==> config.mk <==
export PLATFORM = sky130hd
export DESIGN_NAME = spi_bus_arbiter
export DESIGN_NICKNAME = d
export VERILOG_FILES = /design/src/rtl/spi_bus_arbiter.sv
export SDC_FILE = /design/constraint.sdc
export NUM_CORES = 1
export LEC_CHECK = 0
export CORE_AREA = 2 2 44 46
export DETAILED_ROUTE_END_ITERATION = 8
export DIE_AREA = 0 0 46 48
export PLACE_DENSITY = 0.71
export SKIP_CTS_REPAIR_TIMING = 1
export SLEW_MARGIN = 20
export SYNTH_ARGS = -nofsm -noshare
export SYNTH_HDL_FRONTEND = slang
export SYNTH_SLANG_ARGS = --single-unit
==> constraint.sdc <==
create_clock -name Clock -period 1.2 [get_ports Clock]
set_input_delay 0.3 -clock Clock [delete_from_list [all_inputs] [get_ports Clock]]
set_output_delay 0.3 -clock Clock [all_outputs]
set_load 0.01 [all_outputs]
==> src/rtl/spi_bus_arbiter.sv <==
// spi_bus_arbiter
//   Shares one SPI master bus (SCLK/MOSI/CS pads) between N requester cores.
//   Round-robin grant, registered pad mux, enforced all-CS-high gap after
//   every release. MISO is not muxed: the pad fans out to every requester.
//   Optional grant watchdog: define SPI_ARB_TIMEOUT_EN to revoke grants that
//   last TIMEOUT cycles and mask the offender until it drops req.
//
// Handshake (req/gnt): a requester raises req and holds it for the whole
//   transaction. It may only drive its sclk/mosi/cs after it sees its gnt
//   bit high. gnt never changes while the owner's req is high (except on a
//   watchdog revoke). Dropping req ends the transaction; the pads go idle on
//   the same edge gnt falls.
module spi_bus_arbiter #(
    parameter int   N       = 2,
    parameter int   CS_GAP  = 4,
    parameter logic CPOL    = 1'b0,
    parameter int   TIMEOUT = 1000000
) (
    input  logic         Clock,
    input  logic         Reset,
    input  logic [N-1:0] req,
    output logic [N-1:0] gnt,
    input  logic [N-1:0] sclk_in,
    input  logic [N-1:0] mosi_in,
    input  logic [N-1:0] cs_in,
    output logic         SCLK,
    output logic         MOSI,
    output logic [N-1:0] CS,
    output logic         busy,
    output logic         timeout_flag,
    output logic [1:0]   state_dbg
);

    localparam int IW = (N > 1) ? $clog2(N) : 1;
    localparam int GW = (CS_GAP > 1) ? $clog2(CS_GAP) : 1;

    typedef enum logic [1:0] {
        S_IDLE  = 2'd0,
        S_GRANT = 2'd1,
        S_GAP   = 2'd2
    } state_t;

    state_t          state;
    logic [IW-1:0]   owner;
    logic [IW-1:0]   rr;
    logic [GW-1:0]   gap_cnt;
    logic [N-1:0]    eligible;
    logic            pick_valid;
    logic [IW-1:0]   pick_idx;
    logic [IW-1:0]   cand;
    logic            tmo_hit;
    logic            end_grant;

    assign state_dbg = state;

`ifdef SPI_ARB_TIMEOUT_EN
    localparam int TW = $clog2(TIMEOUT + 1);

    logic [TW-1:0] grant_cnt;
    logic [N-1:0]  mask;

    // A masked requester stays out of arbitration until its req is seen low.
    assign eligible = req & ~mask;
    assign tmo_hit  = (state == S_GRANT) && (grant_cnt == TW'(TIMEOUT - 1));

    // Watchdog: count grant cycles, revoke and mask the owner at TIMEOUT.
    always_ff @(posedge Clock or negedge Reset) begin
        if (!Reset) begin
            grant_cnt    <= '0;
            mask         <= '0;
            timeout_flag <= 1'b0;
        end else begin
            timeout_flag <= 1'b0;
            mask         <= mask & req;
            if (state == S_IDLE) begin
                grant_cnt <= '0;
            end else if (state == S_GRANT) begin
                // A voluntary release on the same edge wins over the revoke.
                if (req[owner] && tmo_hit) begin
                    timeout_flag <= 1'b1;
                    mask[owner]  <= 1'b1;
                end else begin
                    grant_cnt <= grant_cnt + 1'b1;
                end
            end
        end
    end
`else
    assign eligible     = req;
    assign tmo_hit      = 1'b0;
    assign timeout_flag = 1'b0;
`endif

    assign end_grant = !req[owner] || tmo_hit;

    // Round-robin pick: first eligible requester at or after rr, wrapping.
    always_comb begin
        pick_valid = 1'b0;
        pick_idx   = '0;
        cand       = '0;
        for (int i = N - 1; i >= 0; i--) begin
            cand = IW'((int'(rr) + i) % N);
            if (eligible[cand]) begin
                pick_valid = 1'b1;
                pick_idx   = cand;
            end
        end
    end

    // Arbiter FSM with registered grant, pad mux and busy.
    always_ff @(posedge Clock or negedge Reset) begin
        if (!Reset) begin
            state   <= S_IDLE;
            gnt     <= '0;
            owner   <= '0;
            rr      <= '0;
            gap_cnt <= '0;
            SCLK    <= CPOL;
            MOSI    <= 1'b0;
            CS      <= '1;
            busy    <= 1'b0;
        end else begin
            case (state)
                S_IDLE: begin
                    SCLK <= CPOL;
                    MOSI <= 1'b0;
                    CS   <= '1;
                    if (pick_valid) begin
                        gnt           <= '0;
                        gnt[pick_idx] <= 1'b1;
                        owner         <= pick_idx;
                        rr            <= (pick_idx == IW'(N - 1)) ? '0 : pick_idx + 1'b1;
                        busy          <= 1'b1;
                        state         <= S_GRANT;
                    end
                end
                S_GRANT: begin
                    if (end_grant) begin
                        gnt     <= '0;
                        CS      <= '1;
                        SCLK    <= CPOL;
                        MOSI    <= 1'b0;
                        gap_cnt <= GW'(CS_GAP - 1);
                        state   <= S_GAP;
                    end else begin
                        // Same one-cycle latency on all three pad signals.
                        SCLK      <= sclk_in[owner];
                        MOSI      <= mosi_in[owner];
                        CS        <= '1;
                        CS[owner] <= cs_in[owner];
                    end
                end
                S_GAP: begin
                    SCLK <= CPOL;
                    MOSI <= 1'b0;
                    CS   <= '1;
                    if (gap_cnt == '0) begin
                        busy  <= 1'b0;
                        state <= S_IDLE;
                    end else begin
                        gap_cnt <= gap_cnt - 1'b1;
                    end
                end
                default: begin
                    state <= S_IDLE;
                    gnt   <= '0;
                    busy  <= 1'b0;
                    SCLK  <= CPOL;
                    MOSI  <= 1'b0;
                    CS    <= '1;
                end
            endcase
        end
    end

endmodule
==> results.md <==
* Outcome: finished with violations
* Failing checks: negative setup slack
* Row count at 15
* R2r endpoint: gap_cnt[1]
* Design Area, Final at 983 µm²
* Hpwl dp at 1090 µm
* Crit. End Element: primary output
* Die Width at 46 µm
* Minimum clock period at 1.21 ns
* Register area share after synthesis at 0.490
* Seq cells post-synth at 13
* CTS tree: done
* Antenna-violating nets left at 0
* Die Height at 48 µm
* Mapped Area at 669 µm²
* Wirelength, routed at 1510 µm
* Skew final at 0.00229 ns
* RR Startpoint: gap_cnt[1]
* Startpoint Class: register
* Worst setup path class: reg -> out
* Crit path launch: CS[0]
* PD cells at 2190 mW/mm²
* GR Util met1 at 0.183
* Via count at 564
* Crit-path slowest cell: dfstp_2
* Final Hold Fails at 0
* Unrepaired setup endpoints after global routing: yes
* CTS Root Cell: clkbuf_4
* CTS Buffer Depth at 2
* Setup Viol. Count Final at 1
* Count of pins over their slew limit at 0
* VDD IR max at 1.11 mV
* Vias in the first global route at 551
* Critical path arrival at 0.91 ns
* Period utilization at 1.01
* Htree depth at 1
* Iteration-0 DRC Markers at 6
* Initial Utilization at 0.396
* Levels on crit path at 1
* Post-layout util at 0.582
* Port bufs at 18
* Vias/cell at 5.17
* Layout area overhead at 46.9%
* Grt met3 use at 0.0415
* Clock transition at path regs at 0.08 ns
* Initial antenna violation count at 0
* Critical Path Fanout Max at 1
* Pin count of the biggest net entering global routing at 14
* # nets final at 104
* Num CTS Buffers at 3
* Drt drc at 0
* Pre-CTS setup slack at -0.325 ns
* Worst path buffer plus inverter count at 1
* Total GRT Usage at 0.157
* Syn avg cell area at 10.3 µm²
* Worst path cell trace: buf_2
* Global route hottest layer: met2
* Delay-heaviest family, CP: flip-flops
* Grt met2 use at 0.261
* Ratio of cells with drive above 1 in the final layout at 0.315
* Synth Warn # at 0
* Mapped Nets at 76
* Dpl cell area at 897 µm²
* Worst skew pair latency at 0.28 ns
* Highest Clock Rate at 826 MHz
* Crit path to: CS[0]
* Max-cap violations at 0
* Cells after Synth at 65
* Worst Hold Class: in -> async
* Worst setup margin at -0.0107 ns
* I/O pins at 20
* Die area at 0.00221 mm²
* First-pass GRT wire length at 2380 µm
* DR WL/cell at 13.9 µm
* Path depth of the worst reg2reg path at 4
* Max incr delay on CP at 0.51 ns
* Num Clock Sinks at 13
* Leakage power at 0.519 nW
* First-pass iteration count of the detailed router at 4
* Critical Path RT at 0.90 ns
* N_diodes at 0
* Global placement routability congestion at 0.896
* Post-synth cell types at 27
* Core Region at 0.00169 mm²
* Worst reg2reg setup slack at 0.01 ns
* GRT Residual Overflow at 0
* Setup Total Neg Slack at -0.0107 ns
[synthesized netlist by cell type]
cell type | n | area share
nand2_1 | 7 | 0.039
nor2_2 | 1 | 0.0094
nor2_1 | 3 | 0.017
o22ai_2 | 1 | 0.019
mux2i_1 | 3 | 0.045
o32ai_2 | 1 | 0.024
dfrtp_1 | 11 | 0.41
o21ai_0 | 2 | 0.015
o311a_1 | 1 | 0.015
buf_4 | 2 | 0.022
a31oi_1 | 3 | 0.028
nor3_1 | 1 | 0.0075
or3_1 | 3 | 0.028
dfstp_2 | 2 | 0.079
inv_1 | 4 | 0.022
or2_4 | 1 | 0.013
a21oi_1 | 3 | 0.022
nand2b_1 | 4 | 0.037
o32ai_1 | 1 | 0.013
o21ai_1 | 2 | 0.015
ha_1 | 1 | 0.019
conb_1 | 1 | 0.0056
and3_1 | 1 | 0.0094
inv_2 | 1 | 0.0056
a32o_1 | 1 | 0.015
a32oi_1 | 1 | 0.013
buf_6 | 3 | 0.050
[cells in the final DEF (no fill, tap or decap), types with 2 or more instances in the layout]
cell,count
nand2b_1,2
clkdlybuf4s50_1,8
a31oi_1,3
mux2i_1,3
clkbuf_4,3
o21ai_0,2
or3_1,3
inv_2,3
a21oi_1,3
nand2b_4,2
dfstp_2,2
nor2_1,3
nand2_1,7
buf_4,10
dfrtp_1,11
dlymetal6s2s_1,8
inv_1,2
[layer usage]
metal / share of wire / wire (µm)
met5: 0 / 0
met4: 0.024 / 36
met3: 0.065 / 99
met2: 0.47 / 713
met1: 0.44 / 662
[metrics by stage]
stage	hold slack (ns)	std cells	total power [mW]
6_report	0.319	109	2.15
4_1_cts	0.331	109	2.06
3_3_place_gp	0.463	105	1.76
3_5_place_dp	0.459	105	1.79
2_1_floorplan	0.00441	65	1.40
5_1_grt	0.327	109	2.31
[power breakdown]
group	switching, mW	leakage [nW]	internal, mW	total [mW]
clock	0.146	0.0150	0.129	0.275
sequential	0.0938	0.153	0.601	0.695
combinational	0.572	0.351	0.609	1.18
[registers in the layout, indices dropped and copies added, names as in the netlist]
name       cells
MOSI           1
gnt            2
owner          1
busy           1
rr             1
CS             2
gap_cnt        2
state_dbg      2
SCLK           1
[worst register-to-register path, cell delays in order (launching register included)]
cell     delay, ns
dfrtp_1       0.40
inv_2         0.08
ha_4          0.20
o311a_1       0.29
a31oi_1       0.14
[final cells by class]
| class | instances | area (µm²) |
|---|---|---|
| Multi-Input combinational cell | 42 | 318 |
| Sequential cell | 13 | 328 |
| Fill cell | 144 | 706 |
| Timing Repair Buffer | 28 | 272 |
| Inverter | 5 | 18.8 |
| Tap cell | 17 | 21.3 |
| Clock buffer | 4 | 26.3 |
[logic make-up (layout without fill, tap and decap cells)]
logic type / after synthesis / in the layout / share of synthesized area
fa+ha+maj: 1 / 1 / 0.0187
flops: 13 / 13 / 0.490
compound gates: 16 / 16 / 0.179
simple gates: 21 / 21 / 0.161
buf+inv: 10 / 37 / 0.101
mux: 3 / 3 / 0.0449
other cells: 1 / 1 / 0.00560
[worst min path at each step]
stage | startpoint | endpoint | slack [ns]
2_1_floorplan | Reset | MOSI | 0.004
3_3_place_gp | busy | busy | 0.46
3_5_place_dp | busy | busy | 0.46
4_1_cts | Reset | MOSI | 0.33
5_1_grt | Reset | SCLK | 0.33
6_report | Reset | MOSI | 0.32
No activity file was read; power rests on OpenSTA's default activity.
